==> src/rtl/pasta_job_scheduler.sv <==
// pasta_job_scheduler: arbitrates two requesters and sequences the per-block
// start/finish handshake with a keystream permutation core. Each accepted job
// walks its blocks, advancing the block counter and the plaintext address
// (17 words of 4 bytes per block).
// Optional watchdog on the core wait: define PASTA_SCHED_TIMEOUT_EN.
module pasta_job_scheduler (
    input  logic        clk_i,
    input  logic        rst_i,
    input  logic [1:0]  req_i,
    input  logic [15:0] nblk_i,
    input  logic [63:0] ptxt_base_i,
    output logic [1:0]  ack_o,
    output logic [1:0]  done_o,
    output logic        core_start_o,
    input  logic        core_busy_i,
    input  logic        core_finish_i,
    output logic [63:0] blk_ctr_o,
    output logic [31:0] ptxt_addr_o,
    output logic        owner_o,
    output logic        busy_o,
    output logic        timeout_o
);

    typedef enum logic [2:0] {
        IDLE  = 3'd0,
        GRANT = 3'd1,
        START = 3'd2,
        WAIT  = 3'd3,
        NEXT  = 3'd4
    } state_t;

    localparam logic [31:0] BLK_BYTES = 32'd68;

    state_t      state;
    logic [7:0]  remaining;
    logic        last_grant;
    logic        sel;
    logic [7:0]  sel_nblk;
    logic [31:0] sel_base;

`ifdef PASTA_SCHED_TIMEOUT_EN
    logic [9:0]  wdog;
`else
    assign timeout_o = 1'b0;
`endif

    // Round-robin pick: a lone request wins, a tie goes to the one not served last.
    always_comb begin
        sel = 1'b0;
        if (req_i == 2'b10) begin
            sel = 1'b1;
        end else if (req_i == 2'b11) begin
            sel = ~last_grant;
        end
        sel_nblk = sel ? nblk_i[15:8] : nblk_i[7:0];
        sel_base = sel ? ptxt_base_i[63:32] : ptxt_base_i[31:0];
    end

    // Job sequencer: grant, per-block start/wait/advance, completion and abort.
    always_ff @(posedge clk_i or posedge rst_i) begin
        if (rst_i) begin
            state        <= IDLE;
            ack_o        <= 2'b00;
            done_o       <= 2'b00;
            core_start_o <= 1'b0;
            busy_o       <= 1'b0;
            owner_o      <= 1'b0;
            blk_ctr_o    <= 64'd0;
            ptxt_addr_o  <= 32'd0;
            remaining    <= 8'd0;
            last_grant   <= 1'b1;
`ifdef PASTA_SCHED_TIMEOUT_EN
            timeout_o    <= 1'b0;
            wdog         <= 10'd0;
`endif
        end else begin
            ack_o        <= 2'b00;
            done_o       <= 2'b00;
            core_start_o <= 1'b0;
`ifdef PASTA_SCHED_TIMEOUT_EN
            timeout_o    <= 1'b0;
`endif
            case (state)
                IDLE: begin
                    if (req_i != 2'b00) begin
                        state       <= GRANT;
                        busy_o      <= 1'b1;
                        owner_o     <= sel;
                        remaining   <= sel_nblk;
                        ptxt_addr_o <= sel_base;
                        blk_ctr_o   <= 64'd0;
                        ack_o       <= 2'b01 << sel;
                        // An empty job is acknowledged and finished together.
                        if (sel_nblk == 8'd0) begin
                            done_o     <= 2'b01 << sel;
                            last_grant <= sel;
                        end
                    end
                end
                GRANT: begin
                    if (remaining == 8'd0) begin
                        state  <= IDLE;
                        busy_o <= 1'b0;
                    end else begin
                        state <= START;
                    end
                end
                START: begin
                    if (!core_busy_i) begin
                        core_start_o <= 1'b1;
                        state        <= WAIT;
`ifdef PASTA_SCHED_TIMEOUT_EN
                        wdog         <= 10'd0;
`endif
                    end
                end
                WAIT: begin
                    if (core_finish_i) begin
                        state <= NEXT;
`ifdef PASTA_SCHED_TIMEOUT_EN
                    end else if (&wdog) begin
                        timeout_o  <= 1'b1;
                        done_o     <= 2'b01 << owner_o;
                        last_grant <= owner_o;
                        busy_o     <= 1'b0;
                        state      <= IDLE;
                    end else begin
                        wdog <= wdog + 10'd1;
`endif
                    end
                end
                NEXT: begin
                    blk_ctr_o   <= blk_ctr_o + 64'd1;
                    ptxt_addr_o <= ptxt_addr_o + BLK_BYTES;
                    remaining   <= remaining - 8'd1;
                    if (remaining == 8'd1) begin
                        done_o     <= 2'b01 << owner_o;
                        last_grant <= owner_o;
                        busy_o     <= 1'b0;
                        state      <= IDLE;
                    end else begin
                        state <= START;
                    end
                end
                default: begin
                    state  <= IDLE;
                    busy_o <= 1'b0;
                end
            endcase
        end
    end

endmodule

==> config.mk <==
export PLATFORM = sky130hd
export DESIGN_NAME = pasta_job_scheduler
export DESIGN_NICKNAME = d
export VERILOG_FILES = /design/src/rtl/pasta_job_scheduler.sv
export SDC_FILE = /design/constraint.sdc
export NUM_CORES = 1
export LEC_CHECK = 0
export BUFFER_PORTS_ARGS = -buffer_cell sky130_fd_sc_hd__buf_2
export CAP_MARGIN = 25
export CELL_PAD_IN_SITES_DETAIL_PLACEMENT = 1
export CELL_PAD_IN_SITES_GLOBAL_PLACEMENT = 2
export CORE_MARGIN = 1
export CORE_UTILIZATION = 31
export CTS_CLUSTER_DIAMETER = 30
export DETAILED_ROUTE_END_ITERATION = 10
export GPL_ROUTABILITY_DRIVEN = 1
export GPL_TIMING_DRIVEN = 0
export MAX_ROUTING_LAYER = met4
export PLACE_DENSITY_LB_ADDON = 0.05
export SKIP_LAST_GASP = 1
export SYNTH_ARGS = -nofsm -noshare
export SYNTH_HDL_FRONTEND = slang
export SYNTH_SLANG_ARGS = --single-unit
==> constraint.sdc <==
create_clock -name clk_i -period 4.7 [get_ports clk_i]
set_input_delay 0.47 -clock clk_i [delete_from_list [all_inputs] [get_ports clk_i]]
set_output_delay 0.47 -clock clk_i [all_outputs]
set_load 0.02 [all_outputs]
==> flow_summary.json, run 1 <==
{
  "status": "completed",
  "root_buffer": "clkbuf_16",
  "syn_avg_cell_area_um2": 9.121,
  "start_kind": "register",
  "antenna_cells": 0,
  "synth.top_cell.area_share": 0.4424,
  "synth_area_leaders": "dfrtp_1 44%, nand2_1 8.8%, mux2i_1 5.3%",
  "syn_nets": 797,
  "areaGrowthSynthToFinish_pct": 30.44,
  "yosysWarnings": 0,
  "synth.most_common_cell": "nand2_1",
  "clock.fmax_ghz": 0.3305,
  "cp_data_required_time_ps": 5040,
  "dp_slack_ps": 1614,
  "dp_hpwl_um": 17720,
  "p_leak_nw": 3.931,
  "switching_power_mw": 1.656,
  "met2_wirelength_um": 11480,
  "yosysSeqAreaShare": 0.4464,
  "max_stage_delay_ps": 580,
  "fp.dieArea_um2": 21380,
  "synth_edf_count": 0,
  "synthArstFlopShare": 1.000,
  "combPwrFrac": 0.324,
  "clk_latency_ps": 430,
  "slew_headroom": 0.3634,
  "r2r_cells": 8,
  "core_um2": 20300,
  "p_sw_frac": 0.3844,
  "cts_sinks": 115,
  "ir_drop_mv": 0.2467,
  "postCtsHoldBufs": 0,
  "pwr-share-clk": 0.341,
  "io_pins": 190,
  "gp_congestion": 0.8546,
  "grt_use_total": 0.2363,
  "slew_viol_final": 0,
  "clkTransAtPathRegs_ps": 50,
  "ys.flop_type": "dfrtp_1",
  "cts_setup_buffers": 0,
  "path_class": "reg2reg",
  "final_cells": 1198,
  "fin_nets": 1005,
  "final_hold_viol_count": 0,
  "vias_per_cell": 5.504,
  "fin_skew_ps": 6.711,
  "wl_met1_um": 10740,
  "cpMostUsedCell": "clkbuf_1",
  "hold_path_class": "in2async",
  "tightest_slew_ps": 952.9,
  "fin_crit_sh": 0.6438,
  "antenna_found_initial": 0,
  "tritoncts": "done",
  "layout-drive-gt1-share": 0.2629,
  "drt_iter0_drc": 317,
  "end_kind": "register",
  "fp.dieW_um": 146.2,
  "intPower_mw": 2.653,
  "power_density_nw_per_um2": 512.2,
  "fin_util": 0.4144,
  "arrival_ps": 3360,
  "power_mw": 4.309,
  "highest_layer": "met4",
  "vias": 6594,
  "yosysUniqueCellTypes": 65,
  "finalCriticalPeriod_ps": 3026,
  "finalSetupViolations": 0,
  "pwr-share-seq": 0.336,
  "ctsResizeCount": 0,
  "grt_max_degree": 64,
  "met3_wirelength_um": 1328,
  "clockBufferDepth": 2,
  "synth_area_um2": 6449,
  "placementRows": 52,
  "postRouteAntennaNets": 0,
  "synth-seq-cells": 115,
  "rsz0062_at_grt": "no",
  "drc_errors": 0,
  "yosys-top-cells-count": "151 x nand2_1, 114 x dfrtp_1, 50 x nand3_1, 34 x mux2i_1, 31 x nand4_1",
  "syn-instance-count": 707,
  "htreeDepth": 4,
  "place_inst": 1166,
  "timing.hold.ws_ps": 94.71,
  "overflow": 0,
  "crit_fanout": 10,
  "drt_pass1_iterations": 6,
  "drt-total-wl_um": 23930,
  "grt_pass1_vias": 6637,
  "portBuffers": 188,
  "cts_buffers": 17,
  "start_util": 0.3177,
  "slowest_stage": "clkbuf_1",
  "worst_slack_ps": 1674,
  "cp_cell_sequence": "clkbuf_1, nor3_1, nor2b_1, clkbuf_1, clkbuf_1, clkbuf_1, nand2_1, o211ai_1",
  "grt_pass1_wl_um": 37870,
  "wl_per_cell_um": 19.98,
  "cap_violations": 0,
  "synth.largest_area_cell": "dfrtp_1",
  "die_h_um": 146.2
}
[layer usage]
metal,up-vias,GRT usage
met3,27,0.05719
met1,3300,0.2972
met4,0,0.06875
li1,3099,-
met5,-,-
met2,168,0.3762
[cell families after synthesis]
family | share of synthesized area
adder cells (fa/ha/maj) | 0.007761
flip-flops | 0.4465
other | 0.0005815
AND/OR/NAND/NOR | 0.2699
multiplexers | 0.05452
AO/OA/AOI/OAI | 0.1830
buffers and inverters | 0.03783
[per-stage QoR]
stage / setup TNS, ps / cell area, um2
after floorplan: 0 / 6449
after global placement: -58340 / 7727
after detailed placement: 0 / 7760
after CTS: 0 / 8412
after global routing: 0 / 8412
final: 0 / 8412
[worst max-delay path: cells and delay by family, from the launching register on]
family          cells  cell delay [ps]
compound gates      1              130
simple gates        3              690
flops               1              380
buf+inv             4             1730
[flip-flops by register name, summed over array words and instances (netlist names)]
name and cells:
ack_o 2, blk_ctr_o 64, busy_o 1, core_start_o 1, done_o 2, last_grant 1, owner_o 1, ptxt_addr_o 32
remaining 8, state 3
[power groups by stage]
stage	Sequential, mW	Combinational (mW)	Clock [mW]
after floorplan	1.59	0.693	0
after global placement	1.44	1.37	0
after detailed placement	1.46	1.41	0
after CTS	1.44	1.42	1.49
after global routing	1.48	1.53	1.54
final	1.45	1.39	1.47
[area by class of cell]
type	count	area (um2)
Inverter	20	80.08
Buffer	37	168.9
Multi-Input combinational cell	535	3326
Fill cell	2428	11890
Clock buffer	22	474.2
Timing Repair Buffer	189	968.4
Clock inverter	10	177.7
Sequential cell	115	2879
Tap cell	270	337.8
[cells in the final DEF, fill, tap and decap left out, types with 11 or more instances in the layout]
master,count
a31oi_1,13
and3_1,14
buf_2,188
clkbuf_1,31
clkbuf_16,17
dfrtp_1,114
inv_1,19
mux2i_1,34
nand2_1,151
nand3_1,50
nand4_1,31
nor2_1,23
nor3_1,14
o211ai_1,30
o21ai_0,26
o311ai_0,11
o31ai_1,21
[path summary, 6_finish.rpt]
check | startpoint | end | slack [ps]
worst max-delay path | state[1] | remaining[5] | 1670
worst min-delay path | rst_i | blk_ctr_o[42] | 90
max in group asynchronous | rst_i | last_grant | 3850
min in group clk_i | ptxt_base_i[51] | ptxt_addr_o[19] | 300
worst max register to register | state[1] | remaining[5] | 1670
worst min register to register | busy_o | busy_o | 490
Power figures use the tool's default switching activity.
==> run 2: changes to the inputs <==
--- a/config.mk
+++ b/config.mk
@@ -5,12 +5,13 @@
 export SDC_FILE = /design/constraint.sdc
 export NUM_CORES = 1
 export LEC_CHECK = 0
+export ABC_AREA = 1
 export BUFFER_PORTS_ARGS = -buffer_cell sky130_fd_sc_hd__buf_2
 export CAP_MARGIN = 25
 export CELL_PAD_IN_SITES_DETAIL_PLACEMENT = 1
 export CELL_PAD_IN_SITES_GLOBAL_PLACEMENT = 2
 export CORE_MARGIN = 1
-export CORE_UTILIZATION = 31
+export CORE_UTILIZATION = 29
 export CTS_CLUSTER_DIAMETER = 30
 export DETAILED_ROUTE_END_ITERATION = 10
 export GPL_ROUTABILITY_DRIVEN = 1
==> constraint.sdc (replaced) <==
create_clock -name clk_i -period 2.8 [get_ports clk_i]
set_input_delay 0.28 -clock clk_i [delete_from_list [all_inputs] [get_ports clk_i]]
set_output_delay 0.28 -clock clk_i [all_outputs]
set_load 0.02 [all_outputs]
==> run 2 against run 1 <==
Compared with the run above:
- synthesized cell count up 80%
- largest power group is now combinational cells
- largest cell class unchanged
- total power increased by 100%
- register-to-register slack worse by 1000 ps
==> flow_summary.json, run 2 <==
{
  "fin_skew_ps": 16.17,
  "yosysSeqAreaShare": 0.3488,
  "vias": 9208,
  "layout_common_cells": "442 x nand2_1, 207 x buf_2, 191 x nor2_1, 114 x nand3_1, 114 x dfrtp_1",
  "root_buffer": "clkbuf_16",
  "drt_iter0_drc": 457,
  "grt_pass1_wl_um": 55340,
  "muxShareOfSynthArea": 0.002425,
  "synth.largest_area_cell": "dfrtp_1",
  "antenna_found_initial": 4,
  "grt_pass1_vias": 9510,
  "yosysWarnings": 0,
  "end_kind": "register",
  "clockBufferDepth": 2,
  "io_pins": 190,
  "layout-drive-gt1-share": 0.2109,
  "gp_congestion": 0.8816,
  "finalSetupViolations": 0,
  "synth_compound_area_frac": 0.08792,
  "yosysUniqueCellTypes": 51,
  "synth-seq-cells": 115,
  "hold_depth": 3,
  "die_h_um": 170.7,
  "syn_avg_cell_area_um2": 6.479,
  "synthArstFlopShare": 1.000,
  "post_dp_cell_area_um2": 9727,
  "htreeDepth": 4,
  "tritoncts": "done",
  "rr_endpoint": "blk_ctr_o[56]",
  "hold_start": "ptxt_base_i[32]",
  "clk_latency_ps": 430,
  "worstReg2RegStart": "blk_ctr_o[0]",
  "postRouteAntennaNets": 0,
  "biggestRegsByFlops": "blk_ctr_o: 64 flops, ptxt_addr_o: 32 flops, remaining: 8 flops",
  "slew_headroom": 0.4599,
  "design_area_um2": 10420,
  "fin_util": 0.3741,
  "synth_area_leaders": "dfrtp_1 35%, nand2_1 20%, nor2_1 8.7%",
  "overflow": 0,
  "fp.dieW_um": 170.7,
  "syn-instance-count": 1274,
  "largest_register_ffs": 64,
  "synth_xor_area_frac": 0.01804,
  "drc_errors": 0,
  "drt-total-wl_um": 36020,
  "cts_buffers": 17,
  "crit_fanout": 5,
  "grt_max_degree": 33,
  "synth_top_family_by_area": "simple AND/OR/NAND/NOR gates",
  "areaGrowthSynthToFinish_pct": 26.25,
  "syn_nets": 1364,
  "rsz0062_at_grt": "no",
  "finalCriticalPeriod_ps": 2146,
  "cp_data_required_time_ps": 3120,
  "placementRows": 61,
  "synth_area_um2": 8254,
  "tightest_slew_ps": 810.2,
  "ir_drop_mv": 0.4029,
  "reg2reg_slack_ps": 650,
  "yosys-top-cells-count": "442 x nand2_1, 191 x nor2_1, 114 x dfrtp_1, 114 x nand3_1, 112 x inv_1",
  "synth.most_common_cell": "nand2_1",
  "status": "completed",
  "r2r_cells": 8,
  "vias_per_cell": 4.898,
  "clock.fmax_ghz": 0.4660,
  "synth_edf_count": 0,
  "portBuffers": 187,
  "fin_nets": 1575,
  "core_um2": 27860,
  "ys.flop_type": "dfrtp_1",
  "wl_per_cell_um": 19.16,
  "synth.top_cell.area_share": 0.3456,
  "clkTransAtPathRegs_ps": 70,
  "synthSimpleGateAreaFrac": 0.4537,
  "top_register": "blk_ctr_o",
  "start_kind": "register",
  "cts_sinks": 115,
  "setup_tns_ps": 0,
  "n_fill_cell": 3682,
  "synth-adder-area-share": 0.006063,
  "p_leak_nw": 5.006,
  "start_util": 0.2963,
  "dp_hpwl_um": 28930,
  "hold_path_class": "in2reg",
  "grt_use_total": 0.2646,
  "layout_commonest_cell": "nand2_1",
  "cap_violations": 0,
  "cts_setup_buffers": 0,
  "arrival_ps": 2460,
  "whs_endpoint": "ptxt_addr_o[0]",
  "power_mw": 8.672,
  "fp.dieArea_um2": 29140,
  "final_hold_viol_count": 0,
  "timing.hold.ws_ps": 103.1,
  "fin_crit_sh": 0.7665,
  "power_density_nw_per_um2": 832.2,
  "drt_pass1_iterations": 4,
  "path_class": "reg2reg",
  "slew_viol_final": 0
}
## run 2: area by class of cell
class                   count  area (um2)  area share
clock inverters            14       225.2     0.02161
inverters                 119       450.4     0.04322
clock buffers              18       439.2     0.04214
flip-flops and latches    115        2879      0.2763
repair buffers            192        1016     0.09749
multi-input cells        1004        4693      0.4504
well taps                 378       473.0     0.04538
diodes                      4       10.01   0.0009605
plain buffers              36       235.2     0.02257
## run 2: critical path: stages (launching register included)
cell and delay (ps):
dfrtp_1 460, ha_1 260, inv_1 80, nor2_2 250, nand2_4 130, nor3_1 540
nand3_1 140, nand3_1 110, nand2_1 50
## run 2: routing by layer
layer	global-route usage	up-vias	share of wire
li1	-	4518	-
met1	0.3113	4439	0.44
met2	0.4547	201	0.49
met3	0.04719	50	0.039
met4	0.08578	0	0.025
met5	-	-	0
## run 2: stage by stage
step                setup WS, ps  cells
global placement           9.777   1839
global route               465.6   1880
finish                     653.9   1880
CTS                        587.0   1876
floorplan                   1121   1274
detailed placement         607.0   1842
## run 2: logic make-up (layout without fill, tap and decap cells)
logic type / Yosys count / in the layout
and+or+nand+nor: 858 / 858
buffers and inverters: 155 / 379
adders and majority gates: 4 / 4
AOI/OAI and AO/OA: 122 / 122
DFF: 115 / 115
xor gates and xnor gates: 17 / 17
muxes: 2 / 2
other: 1 / 5
## run 2: worst max path at each step
stage	start	end	slack, ps	depth (start not counted)
after floorplan	rst_i	ack_o[0]	1120	1
after global placement	rst_i	ptxt_addr_o[24]	10	2
after detailed placement	blk_ctr_o[0]	blk_ctr_o[56]	610	8
after CTS	blk_ctr_o[0]	blk_ctr_o[56]	590	8
after global routing	ptxt_addr_o[2]	ptxt_addr_o[14]	470	10
final	blk_ctr_o[0]	blk_ctr_o[56]	650	8
## run 2: report_power, final
group          total, mW  switching [mW]  internal [mW]  leakage, nW
logic               3.59            2.48           1.11         3.20
registers           2.54           0.491           2.04         1.49
clock network       2.55           0.934           1.62        0.314
total               8.67            3.90           4.77         5.01
## run 2: what timing repair did
action                                 in CTS  in global routing
endpoints found under the hold margin      29                  0
resized for setup                           0                  0
hold buffers                                2                  0
setup endpoints to repair                   0                  0
==> run 3: changes to the inputs <==
--- a/config.mk
+++ b/config.mk
@@ -5,13 +5,13 @@
 export SDC_FILE = /design/constraint.sdc
 export NUM_CORES = 1
 export LEC_CHECK = 0
-export ABC_AREA = 1
+export ABC_AREA = 0
 export BUFFER_PORTS_ARGS = -buffer_cell sky130_fd_sc_hd__buf_2
 export CAP_MARGIN = 25
 export CELL_PAD_IN_SITES_DETAIL_PLACEMENT = 1
 export CELL_PAD_IN_SITES_GLOBAL_PLACEMENT = 2
 export CORE_MARGIN = 1
-export CORE_UTILIZATION = 29
+export CORE_UTILIZATION = 31
 export CTS_CLUSTER_DIAMETER = 30
 export DETAILED_ROUTE_END_ITERATION = 10
 export GPL_ROUTABILITY_DRIVEN = 1
==> constraint.sdc (replaced) <==
create_clock -name clk_i -period 2.2 [get_ports clk_i]
set_input_delay 0.22 -clock clk_i [delete_from_list [all_inputs] [get_ports clk_i]]
set_output_delay 0.22 -clock clk_i [all_outputs]
set_load 0.02 [all_outputs]
==> run 3 against run 2 <==
Compared with the run above:
- the run now ends with negative setup slack left
- sequential cell count stayed put
- fmax decreased by 4.3%
- global-route usage decreased by 1.5 points
- routed wire length decreased by 29%
- count of clock-buffer cells in the layout is 2 higher
- largest power group unchanged
- sequential share of layout area rose by 3.9 points
- design area is 12% lower
- via count down 26%
- total power rose by 8.6%
- core utilization grew 7.6 points
==> flow_summary.json, run 3 (synthesis results as in run 1) <==
{
  "arrival_ps": 2540,
  "drc_errors": 0,
  "root_buffer": "clkbuf_16",
  "cp_data_required_time_ps": 2500,
  "dp_hpwl_um": 18310,
  "finalCriticalPeriod_ps": 2242,
  "start_kind": "register",
  "cp_top_family": "simple AND/OR/NAND/NOR gates",
  "setup_tns_ps": -41.52,
  "p_leak_nw": 4.370,
  "slowest_stage": "or3b_4",
  "violations": "negative setup slack",
  "biggestRegsByFlops": "blk_ctr_o: 64 flops, ptxt_addr_o: 32 flops, remaining: 8 flops",
  "fp.dieArea_um2": 21380,
  "rsz0062_at_grt": "yes",
  "hold_path_class": "in2reg",
  "tritoncts": "done",
  "grt_use_total": 0.2497,
  "overflow": 0,
  "areaGrowthSynthToFinish_pct": 41.64,
  "tightest_slew_ps": 779.7,
  "crit_fanout": 7,
  "drt-total-wl_um": 25510,
  "postRouteAntennaNets": 0,
  "dp_slack_ps": -795.6,
  "grt-busiest-layer": "met2",
  "layout-drive-gt1-share": 0.3571,
  "largest_register_ffs": 64,
  "grt_pass1_wl_um": 40200,
  "layout_commonest_cell": "buf_2",
  "design_area_um2": 9134,
  "met1_usage": 0.3142,
  "path_class": "reg2reg",
  "crit_buf_inv": 4,
  "die_h_um": 146.2,
  "vias": 6801,
  "worst_slack_ps": -41.52,
  "antenna_found_initial": 0,
  "fin_nets": 1046,
  "layout_common_cells": "191 x buf_2, 151 x nand2_1, 112 x dfrtp_1, 42 x nand3_1",
  "fin_crit_sh": 1.019,
  "vias_per_cell": 5.489,
  "cap_violations": 0,
  "fin_skew_ps": 12.51,
  "cts_buffers": 17,
  "cpMostUsedCell": "buf_6",
  "clock.fmax_ghz": 0.4461,
  "grtUsageMet3": 0.05219,
  "power_density_nw_per_um2": 1031,
  "status": "complete, but fails checks",
  "final_hold_viol_count": 0,
  "htreeDepth": 4,
  "clk_latency_ps": 420,
  "portBuffers": 188,
  "ir_drop_mv": 0.5711,
  "met2_usage": 0.4033,
  "core_um2": 20300,
  "drt_iter0_drc": 276,
  "antenna_cells": 0,
  "slew_viol_final": 0,
  "clockBufferDepth": 2,
  "fin_util": 0.4500,
  "drt_pass1_iterations": 5,
  "start_util": 0.3177,
  "slew_headroom": 0.4802,
  "clkTransAtPathRegs_ps": 60,
  "grt_pass1_vias": 7139,
  "max_stage_delay_ps": 440,
  "gp_congestion": 0.8260,
  "grt_max_degree": 37,
  "top_register": "blk_ctr_o",
  "wl_per_cell_um": 20.59,
  "io_pins": 190,
  "timing.hold.ws_ps": 60.08,
  "fp.dieW_um": 146.2,
  "placementRows": 52,
  "finalSetupViolations": 1,
  "end_kind": "register",
  "cp_cell_sequence": "buf_6, or3b_4, buf_12, nor3_4, buf_6, nand4_4, buf_8, o311ai_4, o41ai_2",
  "post_dp_cell_area_um2": 7791,
  "cts_sinks": 115
}
## run 3: cell count changes in the layout (fill, tap and decap cells not counted), sizes merged, moves of 16 or more
cell | before | now
nand3 | 114 | 51
nand2 | 452 | 151
o211ai | 3 | 30
mux2i | 2 | 34
clkbuf | 20 | 46
o21ai | 59 | 26
buf | 224 | 240
o31ai | 2 | 21
nand3b | 17 | 1
nor2 | 221 | 23
a21oi | 28 | 10
inv | 119 | 19
nor4 | 1 | 17
## run 3: path summary, 6_finish.rpt
kind,start,to,slack [ps],cells past startpoint
min reg2reg,busy_o,busy_o,490,1
max in group asynchronous,rst_i,blk_ctr_o[18],1050,5
min in group asynchronous,rst_i,ack_o[0],340,3
max,state[2],blk_ctr_o[60],-40,9
max reg2reg,state[2],blk_ctr_o[60],-40,9
min,ptxt_base_i[36],ptxt_addr_o[4],60,3
## run 3: final cells by class
class                      count  area, um2
buffer                        34      230.2
clock buffer                  20      466.7
clock inverter                12      178.9
fill                        2396      11170
inverter                      20      78.83
multi-input combinational    535       3595
sequential                   115       2882
tap                          270      337.8
timing repair buffer         233       1365
## run 3: report_power, final
group	internal [mW]	switching (mW)
clock network	1.98	1.08
registers	2.56	0.576
logic	1.15	2.07
## run 3: metal layers
metal | part of all wire | up-vias
met2 | 0.50 | 177
met3 | 0.044 | 32
met5 | 0 | -
li1 | - | 3174
met1 | 0.45 | 3418
met4 | 0.012 | 0
## run 3: through the flow
step	std cells	power, mW
final	1239	9.418
after global routing	1239	9.937
after CTS	1230	9.377
after detailed placement	1168	6.139
after global placement	1165	6.017
after floorplan	707	4.875
## run 3: timing repair
| item | 4_1_cts | 5_1_grt |
|---|---|---|
| gates resized for setup | 53 | 62 |
| setup buffers | 28 | 12 |
| cloned | 1 | 0 |
| endpoints found under the setup margin | 108 | 98 |
| hold buffers | 1 | 0 |
| pin swaps | 19 | 16 |
| endpoints found under the hold margin | 13 | 0 |
## run 3: worst register-to-register path, stage by stage (launching register included)
cell and delay [ps]:
dfrtp_1 350, buf_6 110, or3b_4 450, buf_12 180, nor3_4 190, buf_6 140, nand4_4 140, buf_8 190
o311ai_4 270, o41ai_2 110
